$ cat src/rtl/muldiv_pkg.sv
// Shared definitions for the sequential RV32M multiply/divide unit.
// Holds the FSM state encoding, M-extension funct3 codes, the fixed
// results used for divide-by-zero / overflow, and a conditional negate.
package muldiv_pkg;

  typedef enum logic [1:0] {
    IDLE = 2'd0,
    CALC = 2'd1,
    DONE = 2'd2
  } state_t;

  localparam logic [2:0] F3_MUL    = 3'b000;
  localparam logic [2:0] F3_MULH   = 3'b001;
  localparam logic [2:0] F3_MULHSU = 3'b010;
  localparam logic [2:0] F3_MULHU  = 3'b011;
  localparam logic [2:0] F3_DIV    = 3'b100;
  localparam logic [2:0] F3_DIVU   = 3'b101;
  localparam logic [2:0] F3_REM    = 3'b110;
  localparam logic [2:0] F3_REMU   = 3'b111;

  localparam logic [31:0] DIV0_QUOTIENT = 32'hFFFF_FFFF;
  localparam logic [31:0] INT_MIN       = 32'h8000_0000;

  // Two's-complement negate when neg is set (magnitude <-> signed value).
  function automatic logic [31:0] cond_neg32(input logic neg, input logic [31:0] x);
    return neg ? (~x + 32'd1) : x;
  endfunction

  function automatic logic [63:0] cond_neg64(input logic neg, input logic [63:0] x);
    return neg ? (~x + 64'd1) : x;
  endfunction

endpackage

$ cat src/rtl/muldiv_step.sv
// One iteration of the shared iterative datapath (combinational).
// Multiply: acc = {hi, multiplier}; conditional add of b into hi, then
//   shift the 65-bit {carry, hi, lo} right by one.
// Divide (restoring): acc = {remainder, dividend/quotient}; shift left,
//   trial-subtract b, keep the difference when it does not borrow.
module muldiv_step
  import muldiv_pkg::*;
#(
  parameter int XLEN = 32
) (
  input  logic              i_div,
  input  logic [2*XLEN-1:0] i_acc,
  input  logic [XLEN-1:0]   i_opb,
  output logic [2*XLEN-1:0] o_acc
);

  logic [XLEN:0] w_sum;
  logic [XLEN:0] w_shift;
  logic [XLEN:0] w_diff;

  // Compute both candidate updates and pick by operation type
  always_comb begin
    w_sum   = {1'b0, i_acc[2*XLEN-1:XLEN]} + (i_acc[0] ? {1'b0, i_opb} : '0);
    w_shift = {i_acc[2*XLEN-1:XLEN], i_acc[XLEN-1]};
    w_diff  = w_shift - {1'b0, i_opb};
    o_acc   = {w_sum, i_acc[XLEN-1:1]};
    if (i_div) begin
      if (!w_diff[XLEN]) begin
        o_acc = {w_diff[XLEN-1:0], i_acc[XLEN-2:0], 1'b1};
      end else begin
        o_acc = {w_shift[XLEN-1:0], i_acc[XLEN-2:0], 1'b0};
      end
    end
  end

endmodule

$ cat src/rtl/muldiv_seq.sv
// Multi-cycle RV32M multiply/divide responder (IDLE -> CALC -> DONE).
// Operands are latched as magnitudes plus result-sign flags; 32 iterations
// of muldiv_step produce the product or quotient/remainder, and the sign is
// applied on the final CALC cycle. Divide-by-zero and INT_MIN/-1 bypass CALC.
// Optional macro MULDIV_SEQ_FAST_MUL_EN: multiplies use a single-cycle
// 33x33 signed product and complete with latency 1.
module muldiv_seq
  import muldiv_pkg::*;
#(
  parameter int XLEN = 32
) (
  input  logic            clk,
  input  logic            rst_n,
  input  logic            flush,
  input  logic            req_valid,
  output logic            req_ready,
  input  logic [2:0]      req_funct3,
  input  logic [XLEN-1:0] req_a,
  input  logic [XLEN-1:0] req_b,
  output logic            resp_valid,
  input  logic            resp_ready,
  output logic [XLEN-1:0] resp_data
);

  state_t              r_state;
  state_t              w_state_nxt;
  logic [4:0]          r_cnt;
  logic [2:0]          r_f3;
  logic                r_neg_q;
  logic                r_neg_r;
  logic [2*XLEN-1:0]   r_acc;
  logic [XLEN-1:0]     r_opb;
  logic [XLEN-1:0]     r_resp_data;

  logic                w_a_signed;
  logic                w_b_signed;
  logic                w_a_neg;
  logic                w_b_neg;
  logic [XLEN-1:0]     w_mag_a;
  logic [XLEN-1:0]     w_mag_b;
  logic                w_special;
  logic [XLEN-1:0]     w_idle_data;
  logic [2*XLEN-1:0]   w_step_acc;
  logic [2*XLEN-1:0]   w_prod;
  logic [XLEN-1:0]     w_calc_data;

`ifdef MULDIV_SEQ_FAST_MUL_EN
  logic signed [XLEN:0]     w_fa;
  logic signed [XLEN:0]     w_fb;
  logic signed [2*XLEN+1:0] w_fprod;
`endif

  assign req_ready  = (r_state == IDLE);
  assign resp_valid = (r_state == DONE);
  assign resp_data  = r_resp_data;

  // Request decode: operand signedness, magnitudes and bypass results
  always_comb begin
    w_a_signed  = (req_funct3 == F3_MUL) || (req_funct3 == F3_MULH) ||
                  (req_funct3 == F3_MULHSU) || (req_funct3 == F3_DIV) ||
                  (req_funct3 == F3_REM);
    w_b_signed  = (req_funct3 == F3_MUL) || (req_funct3 == F3_MULH) ||
                  (req_funct3 == F3_DIV) || (req_funct3 == F3_REM);
    w_a_neg     = w_a_signed & req_a[XLEN-1];
    w_b_neg     = w_b_signed & req_b[XLEN-1];
    w_mag_a     = cond_neg32(w_a_neg, req_a);
    w_mag_b     = cond_neg32(w_b_neg, req_b);
    w_special   = 1'b0;
    w_idle_data = '0;
    if (req_funct3[2]) begin
      if (req_b == '0) begin
        w_special   = 1'b1;
        w_idle_data = req_funct3[1] ? req_a : DIV0_QUOTIENT;
      end else if (!req_funct3[0] && (req_a == INT_MIN) && (req_b == '1)) begin
        w_special   = 1'b1;
        w_idle_data = req_funct3[1] ? '0 : INT_MIN;
      end
    end
`ifdef MULDIV_SEQ_FAST_MUL_EN
    w_fa    = {w_a_signed & req_a[XLEN-1], req_a};
    w_fb    = {w_b_signed & req_b[XLEN-1], req_b};
    w_fprod = w_fa * w_fb;
    if (!req_funct3[2]) begin
      w_special   = 1'b1;
      w_idle_data = (req_funct3 == F3_MUL) ? w_fprod[XLEN-1:0] : w_fprod[2*XLEN-1:XLEN];
    end
`endif
  end

  muldiv_step #(
    .XLEN (XLEN)
  ) u_step (
    .i_div (r_f3[2]),
    .i_acc (r_acc),
    .i_opb (r_opb),
    .o_acc (w_step_acc)
  );

  // Sign fix-up and output word selection for the final iteration
  always_comb begin
    w_prod = cond_neg64(r_neg_q, w_step_acc);
    case (r_f3)
      F3_MUL:            w_calc_data = w_prod[XLEN-1:0];
      F3_DIV, F3_DIVU:   w_calc_data = cond_neg32(r_neg_q, w_step_acc[XLEN-1:0]);
      F3_REM, F3_REMU:   w_calc_data = cond_neg32(r_neg_r, w_step_acc[2*XLEN-1:XLEN]);
      default:           w_calc_data = w_prod[2*XLEN-1:XLEN];
    endcase
  end

  // Next-state logic; flush overrides every transition
  always_comb begin
    w_state_nxt = r_state;
    case (r_state)
      IDLE:    if (req_valid) w_state_nxt = w_special ? DONE : CALC;
      CALC:    if (r_cnt == '0) w_state_nxt = DONE;
      DONE:    if (resp_ready) w_state_nxt = IDLE;
      default: w_state_nxt = IDLE;
    endcase
    if (flush) w_state_nxt = IDLE;
  end

  // State register
  always_ff @(posedge clk) begin
    if (!rst_n) r_state <= IDLE;
    else        r_state <= w_state_nxt;
  end

  // Iteration counter and result register
  always_ff @(posedge clk) begin
    if (!rst_n) begin
      r_cnt       <= '0;
      r_resp_data <= '0;
    end else begin
      case (r_state)
        IDLE: begin
          if (req_valid && !flush) begin
            r_cnt <= 5'd31;
            if (w_special) r_resp_data <= w_idle_data;
          end
        end
        CALC: begin
          r_cnt <= r_cnt - 5'd1;
          if (r_cnt == '0) r_resp_data <= w_calc_data;
        end
        default: ;
      endcase
    end
  end

  // Operand latch and per-cycle accumulator update
  always_ff @(posedge clk) begin
    if (r_state == IDLE) begin
      if (req_valid) begin
        r_f3    <= req_funct3;
        r_neg_q <= w_a_neg ^ w_b_neg;
        r_neg_r <= w_a_neg;
        r_acc   <= {{XLEN{1'b0}}, w_mag_a};
        r_opb   <= w_mag_b;
      end
    end else if (r_state == CALC) begin
      r_acc <= w_step_acc;
    end
  end

endmodule

$ cat config.mk
export PLATFORM = sky130hd
export DESIGN_NAME = muldiv_seq
export DESIGN_NICKNAME = d
export VERILOG_FILES = /design/src/rtl/muldiv_pkg.sv /design/src/rtl/muldiv_step.sv /design/src/rtl/muldiv_seq.sv
export SDC_FILE = /design/constraint.sdc
export NUM_CORES = 1
export LEC_CHECK = 0
export ABC_AREA = 1
export CAP_MARGIN = 20
export CORE_ASPECT_RATIO = 2
export CORE_MARGIN = 1
export CORE_UTILIZATION = 40
export CTS_CLUSTER_SIZE = 14
export DETAILED_ROUTE_END_ITERATION = 10
export GPL_TIMING_DRIVEN = 0
export PLACE_DENSITY = 0.64
export SYNTH_ARGS = -nofsm -noshare
export SYNTH_HDL_FRONTEND = slang
export SYNTH_SLANG_ARGS = --single-unit
$ cat constraint.sdc
create_clock -name clk -period 9.7 [get_ports clk]
set_input_delay 0.97 -clock clk [delete_from_list [all_inputs] [get_ports clk]]
set_output_delay 0.97 -clock clk [all_outputs]
set_load 0.01 [all_outputs]
==> impl_metrics.tcl <==
set metrics [dict create \
    wire_per_inst_um 25.9 \
    syn_area_sq_um 16800 \
    overflow 0 \
    syn2layout_area_growth_pct 14.5 \
    outcome "finished, final reports clean" \
    crit_family "simple AND/OR/NAND/NOR gates" \
    layout_setup_ws_ns 2.92 \
    grt_antenna_before_repair 0 \
    clock_skew_ns 0.00927 \
    io_pins 106 \
    finish.instance_area_sq_um 19200 \
    synthFlopType "edfxtp_1" \
    grtUsageTotal 0.427 \
    worstSetupPathType "reg2reg" \
    syn_area_per_cell_sq_um 5.98 \
    wl_mm 90.4 \
    max_stage_delay_ns 0.80 \
    worstHoldPathType "reg2reg" \
    syn_nets 2951 \
    place_hpwl_mm 75.1 \
    htree_levels 4 \
    cts_setup_buffers 0 \
    cellPowerDensity_nw_per_um2 154 \
    core_area_sq_um 41100 \
    grt_pass1_vias 20400 \
    place_area_sq_um 18500 \
    synth_edf_count 101 \
    cts_resized 0 \
    cts_sinks 140 \
    slew_violations 0 \
    fin_tns_setup_ns 0 \
    max_freq_mhz 148 \
    critPathLaunchType "flop" \
    synth_top_area_share 0.181 \
    vias 20100 \
    grt_pass1_wl_mm 132 \
    clk_pin_slew_worst_paths_ns 0.07 \
    start_util 0.408 \
    viasPerCell 5.76 \
    crit_required_ns 10.05 \
    tightest_slew_ns 1.28 \
    cts_tree "built" \
    netlist_instances 2806 \
    holdPathStages 1 \
    dp_slack_ns 3.37 \
    cap_violations 0 \
    crit_cells 31 \
    fp-row-count 105 \
    grt_max_degree 65 \
    die_y_um 292 \
    ctsHoldBuffers 0 \
    final.min_clock_period_ns 6.78 \
    crit_path_end_kind "flop" \
    path_buf_inv 4 \
    rsz0062_at_grt "false" \
    drt_iter0_drc 1574 \
    cts_buffer_depth 2 \
    cts_made_buffers 17 \
    die_w_um 147 \
    diodes 0 \
    dieArea_sq_um 42800 \
    setup_viol 0 \
    ys_ff_latch 140 \
    gp_congestion 1.11 \
    synth_cell_types 57 \
    ir_drop_uv 143 \
    hold_viol 0 \
    arrival_ns 7.13 \
    synth_common_cells "798 x nand2_1, 404 x inv_1, 288 x nor2_1" \
    remaining_drc_errors 0 \
    synth.most_common_cell "nand2_1" \
    insertion_delay_ns 0.47 \
    first_pass_iters 9 \
    cp_slowest_cell "xor2_1" \
    ant_nets 0 \
    leakage_nw 9.21 \
    synth-seq-area-share 0.227 \
    final_nets 3081 \
    async_reset_ff_frac 0 \
    cts_root_buffer "clkbuf_16" \
    synth_area_leader_cell "edfxtp_1" \
    reg2reg_depth 31 \
    reg2reg_slack_ns 2.92 \
    yosys-top-cells-area "edfxtp_1 18%, nand2_1 18%, inv_1 9.0%, nand3_1 7.6%, nor2_1 6.4%" \
    report.power.total_w 0.00297 \
    drive_gt1_frac 0.0658 \
    final.period_utilization 0.699 \
    yosys_warnings 0 \
    crit_fanout 8 \
    numPortBuffers 105 \
    slew_headroom 0.138 \
]
layout by cell type, fill, tap and decap left out, types with 6 or more instances in the layout:
cell type / instances
nand2_4: 9
nor2_1: 287
dfxtp_1: 39
buf_2: 17
o21bai_1: 10
o211ai_1: 7
nand2_2: 38
o21ai_1: 13
clkbuf_1: 51
xnor2_1: 22
a31oi_1: 15
nor2_2: 23
clkdlybuf4s50_1: 105
o31ai_1: 7
a21o_1: 6
clkbuf_16: 17
o21ai_0: 179
nand3_1: 255
a21oi_1: 169
nand3_2: 9
nand2_1: 798
edfxtp_1: 101
nor3_1: 34
xor2_1: 72
nor2_4: 6
inv_1: 403
ha_1: 71
buf_6: 6
buf_1: 7
nand3b_1: 25
or2_2: 26
nor4_1: 10
nand4_1: 36
metal layers:
layer / vias up / GRT usage / share of wire
met5: - / 0.00116 / 0
li1: 9369 / - / -
met4: 0 / 0.504 / 0.15
met3: 539 / 0.0772 / 0.051
met2: 995 / 0.792 / 0.52
met1: 9165 / 0.344 / 0.29
cell type report:
type	count	area, sq um
fill	4463	21900
multi-input combinational	2171	11000
sequential	140	3810
inverter	412	1550
timing repair buffer	111	1120
tap	535	669
clock buffer	18	429
buffer	83	398
clock inverter	14	205
registers in the layout, indices dropped and copies added, names as in the netlist:
| register | count |
|---|---|
| r_cnt | 5 |
| r_f3 | 3 |
| r_neg_r | 1 |
| r_neg_q | 1 |
| resp_data | 32 |
| r_acc | 64 |
| r_opb | 32 |
| r_state | 2 |
cell families after synthesis:
logic type | Yosys count | share of synthesized area
and+or+nand+nor | 1574 | 0.413
adders and majority gates | 73 | 0.0553
buffers and inverters | 495 | 0.116
muxes | 1 | 0.000597
AOI/OAI and AO/OA | 429 | 0.139
xor gates and xnor gates | 94 | 0.0491
DFF | 140 | 0.227
final timing paths:
| path | from | endpoint |
|---|---|---|
| max | r_acc[31] | resp_data[30] |
| min | r_cnt[0] | r_cnt[0] |
| max reg2reg | r_acc[31] | resp_data[30] |
| min reg2reg | r_cnt[0] | r_cnt[0] |
power breakdown:
group	internal, W	switching [W]
clock network	0.000436	0.000303
registers	0.000711	0.0000610
logic	0.000422	0.00103
per-stage QoR:
stage	instances	util	hold WS, ns
after global routing	3484	0.467	0.529
final	3484	0.467	0.506
after global placement	3446	0.450	0.464
after CTS	3480	0.466	0.504
after floorplan	2806	-	0.444
after detailed placement	3448	0.451	0.487
No activity file was read; power rests on OpenSTA's default activity.
